<file path="config.mk">
export PLATFORM = sky130hd
export DESIGN_NAME = paralelo_serial_flat
export DESIGN_NICKNAME = d
export VERILOG_FILES = /design/src/rtl/paralelo_serial_if.sv /design/src/rtl/paralelo_serial.sv /design/src/flat_wrapper.sv
export SDC_FILE = /design/constraint.sdc
export NUM_CORES = 1
export LEC_CHECK = 0
export ABC_AREA = 1
export CORE_MARGIN = 5
export CORE_UTILIZATION = 51
export CTS_CLUSTER_DIAMETER = 80
export DETAILED_ROUTE_END_ITERATION = 16
export PLACE_DENSITY = 0.79
export RECOVER_POWER = 100
export SYNTH_ARGS = -nofsm -noshare
export SYNTH_HDL_FRONTEND = slang
export SYNTH_SLANG_ARGS = --single-unit
</file>
<file path="constraint.sdc">
create_clock -name clk_32f -period 1.6 [get_ports clk_32f]
set_input_delay 0.16 -clock clk_32f [delete_from_list [all_inputs] [get_ports clk_32f]]
set_output_delay 0.16 -clock clk_32f [all_outputs]
set_load 0.005 [all_outputs]
</file>
<file path="src/rtl/paralelo_serial_if.sv">
`default_nettype none
// ============================================================================
//  Module      : paralelo_serial_if
//  Description : Byte handshake and serial line bundle for the byte-to-bit
//                transmitter. The slave modport is the transmitter side.
//  Revision    : 1.0 - initial release
// ============================================================================
interface paralelo_serial_if #(
    parameter int WIDTH = 8
);
    logic [WIDTH-1:0] data_in;
    logic             valid_in;
    logic             ready_out;
    logic             data_out;
    logic             active_out;

    // Byte source side: offers bytes, watches the line and status.
    modport master (
        output data_in,
        output valid_in,
        input  ready_out,
        input  data_out,
        input  active_out
    );

    // Transmitter side.
    modport slave (
        input  data_in,
        input  valid_in,
        output ready_out,
        output data_out,
        output active_out
    );
endinterface
`default_nettype wire

</file>
<file path="src/rtl/paralelo_serial.sv">
`default_nettype none
// ============================================================================
//  Module      : paralelo_serial
//  Description : Byte-to-bit serial transmitter. Sends MIN_COMMAS comma
//                characters after reset for receiver alignment, then sends
//                offered bytes (or COMMA when none is offered), MSB first,
//                one bit per clk_32f cycle.
//  Revision    : 1.0 - initial release
// ============================================================================
module paralelo_serial #(
    parameter int               WIDTH      = 8,      // only 8 is supported
    parameter logic [WIDTH-1:0] COMMA      = 8'hBC,
    parameter int               MIN_COMMAS = 4       // legal range 1..15
) (
    input  wire logic        clk_32f,
    input  wire logic        reset,
    paralelo_serial_if.slave bus
);

    typedef enum logic [0:0] {
        SYNC   = 1'b0,
        ACTIVE = 1'b1
    } state_t;

    // comma_cnt value at which the alignment run ends.
    localparam logic [3:0] LAST_COMMA = 4'(MIN_COMMAS - 1);

    state_t           state;
    state_t           state_nxt;
    logic [2:0]       bit_cnt;
    logic [2:0]       bit_cnt_nxt;
    logic [3:0]       comma_cnt;
    logic [3:0]       comma_cnt_nxt;
    logic [WIDTH-1:0] cur_byte;
    logic [WIDTH-1:0] cur_byte_nxt;
    logic             ser_bit;
    logic             ser_bit_nxt;
    logic             at_boundary;
    logic             ready;

    // Byte boundary and the Moore "next byte is chosen now" decode.
    assign at_boundary = (bit_cnt == 3'd7);
    assign ready       = at_boundary && ((state == ACTIVE) || (comma_cnt == LAST_COMMA));

    assign bus.ready_out  = ready;
    assign bus.active_out = (state == ACTIVE);
    assign bus.data_out   = ser_bit;

    // Next-state logic: shift out the current bit and reload at the boundary.
    always_comb begin
        state_nxt     = state;
        comma_cnt_nxt = comma_cnt;
        cur_byte_nxt  = cur_byte;
        bit_cnt_nxt   = bit_cnt + 3'd1;
        // ~bit_cnt equals 7-bit_cnt for a 3-bit counter: MSB goes first.
        ser_bit_nxt   = cur_byte[~bit_cnt];

        if (at_boundary) begin
            if (ready) begin
                // End of alignment or normal operation: take the offered byte,
                // fall back to COMMA so the line never carries an undefined byte.
                state_nxt    = ACTIVE;
                cur_byte_nxt = bus.valid_in ? bus.data_in : COMMA;
            end else begin
                // Still inside the alignment run.
                comma_cnt_nxt = comma_cnt + 4'd1;
                cur_byte_nxt  = COMMA;
            end
        end
    end

    // State register; reset abandons any partial byte and restarts alignment.
    always_ff @(posedge clk_32f) begin
        if (reset) begin
            state     <= SYNC;
            bit_cnt   <= 3'd0;
            comma_cnt <= 4'd0;
            cur_byte  <= COMMA;
            ser_bit   <= 1'b0;
        end else begin
            state     <= state_nxt;
            bit_cnt   <= bit_cnt_nxt;
            comma_cnt <= comma_cnt_nxt;
            cur_byte  <= cur_byte_nxt;
            ser_bit   <= ser_bit_nxt;
        end
    end

endmodule
`default_nettype wire

</file>
<file path="src/flat_wrapper.sv">
// flat-port wrapper written by rule: the top's interface ports become plain ports
module paralelo_serial_flat 
#(
    parameter int               WIDTH      = 8,                            
    parameter logic [WIDTH-1:0] COMMA      = 8'hBC,
    parameter int               MIN_COMMAS = 4                           
)
  (clk_32f, reset, bus_data_in, bus_valid_in, bus_ready_out, bus_data_out, bus_active_out);
  paralelo_serial_if #(.WIDTH(WIDTH)) bus_i ();
  input  wire logic clk_32f;
  input  wire logic reset;
  input wire logic [$bits(bus_i.data_in)-1:0] bus_data_in;
  input wire logic [$bits(bus_i.valid_in)-1:0] bus_valid_in;
  output wire logic [$bits(bus_i.ready_out)-1:0] bus_ready_out;
  output wire logic [$bits(bus_i.data_out)-1:0] bus_data_out;
  output wire logic [$bits(bus_i.active_out)-1:0] bus_active_out;
  assign bus_i.data_in = bus_data_in;
  assign bus_i.valid_in = bus_valid_in;
  assign bus_ready_out = bus_i.ready_out;
  assign bus_data_out = bus_i.data_out;
  assign bus_active_out = bus_i.active_out;
  paralelo_serial #(.WIDTH(WIDTH), .COMMA(COMMA), .MIN_COMMAS(MIN_COMMAS)) u_core (.clk_32f(clk_32f), .reset(reset), .bus(bus_i));
endmodule
</file>
After elaboration in Yosys (flattened, before gate mapping)

Index checks and enable logic that the tools add are counted.

Logic and storage cells: 20
Bits of input ports: 11
Register bits: 17
Output and inout port bits: 3

Muxes and demuxes: 4
$lt $le $gt $ge: 1
$add $sub $neg: 2
Reduce and logical (&&, ||, !) cells: 4
Equal/unequal tests: 2
Bitwise gates (word level): 2

Operator list:

| operator                                                    | count |
|---|---|
| 2-to-1 mux 8 bit                                            | 2 |
| adder 4 x 1 -> 4 bit (second input constant)                | 1 |
| equality test 4 x 2 -> 1 bit (second input constant)        | 1 |
| less-than comparator 3 x 4 -> 1 bit (second input constant) | 1 |
| AND reduction 2 bit                                         | 2 |
| adder 3 x 1 -> 3 bit (second input constant)                | 1 |
| binary-select mux 1 bit (select 3 bit)                      | 1 |
| equality test 3 bit (second input constant)                 | 1 |
| NOT 3 bit                                                   | 1 |
| logical AND 1 bit                                           | 1 |
| logical OR 1 bit                                            | 1 |
| 2-to-1 mux 1 bit                                            | 1 |
| NOT 1 bit                                                   | 1 |

Logic depth before layout (Yosys ltp)

Word-level depth: 5
Depth in mapped cells: 7
Mapped depth without buffers: 6

Worst setup path before layout

Ideal clock, no wire load.

Path kind: flip-flop to flip-flop
Start point: reg u_core.bit_cnt[0]
End point: reg u_core.comma_cnt[2]
Setup slack: 230 ps
Clock period less this slack: 1370 ps
Buffers on the path: 1
Arrival time: 1240 ps
Setup time: 131 ps
Stages on the path, launching flop included: 8
Required time: 1469 ps
Cell sequence: dfxtp_1 -> ha_1 -> ha_1 -> bufbuf_16 -> inv_2 -> nor2_8 -> nand2_1 -> a21oi_2

Longest elaborated chain between the ends: 4

Ends and longest elaborated chain:

| what                                   | RTL line              | RTL |
|---|---|---|
| start: declaration                     | paralelo_serial.sv:30 | `logic [2:0] bit_cnt;` |
| start signal: assignment               | paralelo_serial.sv:82 | `bit_cnt <= bit_cnt_nxt;` |
| equality test 3 bit *                  | paralelo_serial.sv:42 | `assign at_boundary = (bit_cnt == 3'd7);` |
| logical AND 1 bit                      | paralelo_serial.sv:43 | `assign ready = at_boundary && ((state == ACTIVE) \|\| (comma_cnt == LAST_COMMA));` |
| NOT 1 bit (no source line)             | -                     |  |
| AND reduction 2 bit (no source line) * | -                     |  |
| end signal: assignment                 | paralelo_serial.sv:83 | `comma_cnt <= comma_cnt_nxt;` |
| end: declaration                       | paralelo_serial.sv:32 | `logic [3:0] comma_cnt;` |

Every way passes the cells marked *; elsewhere a longest branch is shown, timed or not.
A chain may end at the register's enable or synchronous reset.

Worst setup path after layout

Start point: reg u_core.bit_cnt[0]
End point: out bus_ready_out

Longest elaborated chain between the ends: 2

Ends and longest elaborated chain:

| what                | RTL line              | RTL |
|---|---|---|
| equality test 3 bit | paralelo_serial.sv:42 |  |
| logical AND 1 bit   | paralelo_serial.sv:43 |  |
| end: declaration    | flat_wrapper.sv:14    | `output wire logic [$bits(bus_i.ready_out)-1:0] bus_ready_out;` |

No other way between the ends.

==> reports/qor.txt <==
status: complete, no violations
CTS tree: built
Crit path arrival time: 1340 ps
Max VDD drop: 464 uV
sequential share of the synthesized area: 39.1%
Post-Syn Instances: 117
fin. max-slew vios: 0
nets: 154
wire per inst: 12.0 um
Cell variety after synth: 23
Fin. Hold Viols: 0
fmax: 0.668 GHz
leading area contributor after synthesis: dfxtp_1
Die Span Y: 51.3 um
Critical Path Source Type: flop
final setup TNS: 0 ps
cell area after synthesis: 871 sq um
# H-tree levels: 1
Max-slew headroom: 81.2%
DRT Wirelength: 1.88 mm
Port Buffers: 13
final setup vio count: 0
DRC viols: 0
ys flop type: dfxtp_1
period utilization: 93.5%
Initial Util: 52.1%
vias in the first global route: 796
DP HPWL: 1.32 mm
ys async rst share: 0%
root buffer cell: clkbuf_4
EDFF count, synth: 0
via count: 791
Worst Setup End Kind: output pin
flops & latches, synth: 17
Synth top cells by count: nand2_1 (32), inv_1 (19), dfxtp_1 (17)
core area: 1670 sq um
hold_sp: u_core.cur_byte[6]$_SDFFE_PP0P_
first-pass iteration count of the detailed router: 4
Pwr Density: 712 nW/um^2
grt ovf: 0
n_diodes: 0
top post-synthesis cells by area: dfxtp_1 (39%), nand2_1 (14%), inv_1 (8.2%)
Worst-path clk slew: 100 ps
Ys Warns: 0
worst-margin pin slew: 281 ps
cell row count: 15
die area: 2630 sq um
TritonCTS buffer count: 3
Required @ worst endpoint: 1440 ps
drt first-iter violations: 16
first-pass GRT wire length: 3.19 mm
initial antenna violation count: 0
Area Growth Syn to Fin: 22.4%
share of cells above drive strength 1: 16.5%
largest net degree at the start of global routing: 11
Non-Filler Instances: 156
Min-Delay Path Class: flop to flop
Skew-Pair Late Insertion Delay: 290 ps
min Tclk post-route: 1500 ps
Die Wd: 51.3 um
# hold bufs at CTS: 0
worst r2r src: u_core.bit_cnt[0]$_SDFF_PP0_
Synth top area share: 39.1%
via/cell ratio: 5.07
post-route ant nets: 0
most frequent cell after synthesis: nand2_1
Placed Instances: 149
Longest Clk Path Bufs: 2
Pleak: 0.000499 uW
max-cap violations: 0
Clock Skew: 2.87 ps
worst-path maximum fanout: 2
io pins: 14
Syn Nets: 131
Syn Area/Cell: 7.44 sq um
gpl congestion: 0.855
Clock Sinks: 17
All-Layer GR Usage: 16.0%
Crit Path Class: flop to output pin
start point of the critical path: u_core.bit_cnt[0]$_SDFF_PP0_
RSZ-0062 raised after global routing: false
## path summary, 6_finish.rpt
| check | end | cells after the start | slack (ps) |
|---|---|---|---|
| max | bus_ready_out | 5 | 100 |
| min | u_core.cur_byte[6]$_SDFFE_PP0P_ | 2 | 470 |
| max reg2reg | u_core.comma_cnt[3]$_SDFFE_PP0P_ | 7 | 110 |
| min reg2reg | u_core.cur_byte[6]$_SDFFE_PP0P_ | 2 | 470 |
## worst max-delay path, cell delays in order (launching register included)
cell and delay, ps:
dfxtp_1 360, ha_1 160, ha_2 200, nand2_4 50, inv_1 50, clkdlybuf4s15_1 220
## layer usage
metal	vias up	GRT usage (%)	part of all wire (%)
met3	8	3.79	5.2
met4	0	10.5	3.8
li1	406	-	-
met2	28	27.9	46
met5	-	0	0
met1	349	17.1	44
## per-stage QoR
stage / instance area, sq um / util (%) / setup slack [ps] / hold WS, ps / power [uW]
5_1_grt: 1070 / 63.8 / 27.2 / 484 / 795
4_1_cts: 1070 / 64.1 / 46.4 / 471 / 771
6_report: 1070 / 63.8 / 104 / 474 / 759
3_5_place_dp: 1020 / 61.0 / 69.5 / 455 / 536
2_1_floorplan: 871 / - / 230 / 229 / 491
3_3_place_gp: 1020 / 61.0 / 139 / 454 / 533
## kinds of logic (layout without fill, tap and decap cells)
logic type	after synthesis	in the layout	synth area share, %
compound gates	17	17	11.8
buf+inv	23	45	13.2
fa+ha+maj	3	3	4.31
flops	17	17	39.1
simple gates	56	56	30.6
xor+xnor	1	1	1.01
## power by group
part / internal, uW / switching [uW] / total [uW]
registers: 431 / 5.81 / 437
clock network: 93.0 / 140 / 233
logic: 48.6 / 40.6 / 89.2
## layout by cell type, fill, tap and decap left out, types with 4 or more instances in the layout
cell,count
nor2_1,10
clkbuf_4,4
dfxtp_1,14
nand3_1,5
buf_4,6
a21oi_1,8
o21ai_0,7
nand2_1,32
clkdlybuf4s50_1,10
inv_1,19
## timing repair
action                                  in CTS  in global routing
resized for setup                            7                  2
pin swaps                                    0                  0
setup buffers                                2                  1
endpoints found under the setup margin       1                  1
## registers in the layout, indices dropped and copies added, names as in the netlist
register               flops
u_core.bus.active_out      1
u_core.comma_cnt           4
u_core.bus.data_out        1
u_core.bit_cnt             3
u_core.cur_byte            8
## final cells by class
cell class | instances | area [sq um]
repair buffers | 21 | 186
flip-flops and latches | 17 | 347
multi-input cells | 77 | 409
inverters | 20 | 75.1
clock buffers | 3 | 22.5
fillers | 151 | 604
well taps | 17 | 21.3
clock inverters | 1 | 5.00
Power figures use the tool's default switching activity.
==> variant: new RTL, config.mk and constraints unchanged <==
Compare `comma_cnt` against `LAST_COMMA` with >= in place of ==.
--- a/src/rtl/paralelo_serial.sv
+++ b/src/rtl/paralelo_serial.sv
@@ -40,7 +40,7 @@
 
     // Byte boundary and the Moore "next byte is chosen now" decode.
     assign at_boundary = (bit_cnt == 3'd7);
-    assign ready       = at_boundary && ((state == ACTIVE) || (comma_cnt == LAST_COMMA));
+    assign ready       = at_boundary && ((state == ACTIVE) || (comma_cnt >= LAST_COMMA));
 
     assign bus.ready_out  = ready;
     assign bus.active_out = (state == ACTIVE);
Formal check against the unedited RTL: same outputs for any inputs over 10 cycles, from zero or initial values and one cycle with reset high; that may be too few to reach the edited logic, so the function may still have changed.
==> variant against the unedited design <==
First-iteration DRC count up 38%; critical path depth unchanged; register-to-register slack better by 0.12 ns; setup slack worse by 0.0091 ns; routed wire length down 20%; global-route usage down 1.2 points; sequential cell count unchanged; combinational power down 2%; power down 0.79%; via count down 12%; area after synthesis down 9.3%; cell area down 6.1%; critical endpoint unchanged; highest routed layer unchanged.
==> variant: results (changes against the unedited design) <==
Status - completed
FF+latch count - 17 (unchanged)
Synth top cells by count - nand2_1, inv_1, dfxtp_1
Register area share after synthesis - 43.1% (+4.0 points)
Worst slew pin tran - 0.356 ns (+0.0753 ns)
DR iter-0 viols - 22 (+6)
First-pass GRT wire length - 2.88 mm (-9.7%)
Inverters, non-clock - 27 (+35%)
ClkCell Share - 2.75% (+0.17 points)
Met1 global-route usage - 17.8% (+0.67 points)
Global placement routability congestion - 0.808 (-5.6%)
Switching power total - 179 µW (-3.8%)
Buffer share of cell area - 17.0% (-0.49 points)
Unique masters post-synth - 17 (-26%)
Met3 GRT Util - 4.28% (+0.49 points)
TAP cells - 16 (-1)
Adder and majority gate portion of the synthesized area - 4.75% (+0.44 points)
Largest cells by area after synthesis - dfxtp_1, nand2_1, inv_1
Total Power - 753 µW (-0.79%)
Clock Power - 228 µW (-2%)
Via count - 697 (-12%)
Signal buffers - 19 (-9.5%)
Place WS - 0.130 ns (+0.0603 ns)
Hpwl dp - 1.19 mm (-10%)
Clock skew - 0.00416 ns (+0.00129 ns)
XOR/XNOR Fraction of Synth Area - 0% (-1.0 points)
FF+latch area - 343 µm² (-1.1%)
Worst Hold Slack - 0.442 ns (-0.0325 ns)
Area of the multi-input gates - 339 µm² (-17%)
Leak - 0.000508 µW (+1.7%)
R2R Path End - u_core.cur_byte[7]
Post-placement cell area - 957 µm² (-6.1%)
Synth Area in Compound Gates - 6.34% (-5.4 points)
Met3 routed WL - 64 µm (-35%)
Met2 Usage GRT - 24.0% (-3.9 points)
Number of fillers in the final layout - 129 (-15%)
Initial antenna violation count - 0 (unchanged)
Hold Startpoint - u_core.comma_cnt[3]
Pwr Density - 753 nW/µm² (+5.7%)
Hold-critical path endpoint - u_core.comma_cnt[3]
Layout cells sized above 1 - 12.5% (-4.0 points)
Crit path DAT - 1.35 ns
Vias in the first global route - 707 (-11%)
Routed WL per cell - 9.87 µm (-18%)
==> variant: critical path, stage by stage, from the launching register on <==
cell and delay, ns:
dfxtp_1 0.33, ha_1 0.20, ha_2 0.18, nand2_2 0.07
inv_1 0.03, dlygate4sd2_1 0.25
==> variant: what timing repair did <==
item                       CTS  global route
setup endpoints to repair    1             1
resized for setup            6             1
setup buffers                1             1
==> variant: worst max-delay path by stage <==
stage / start / end / slack, ns / cells past startpoint
after detailed placement: u_core.bit_cnt[1] / bus_ready_out / 0.13 / 5
after global routing: u_core.bit_cnt[0] / bus_ready_out / 0.005 / 5
after CTS: u_core.comma_cnt[0] / bus_ready_out / 0.07 / 6
after floorplan: u_core.bit_cnt[0] / u_core.comma_cnt[0] / 0.32 / 5
after global placement: u_core.bit_cnt[1] / bus_ready_out / 0.17 / 5
final: u_core.bit_cnt[0] / bus_ready_out / 0.09 / 5
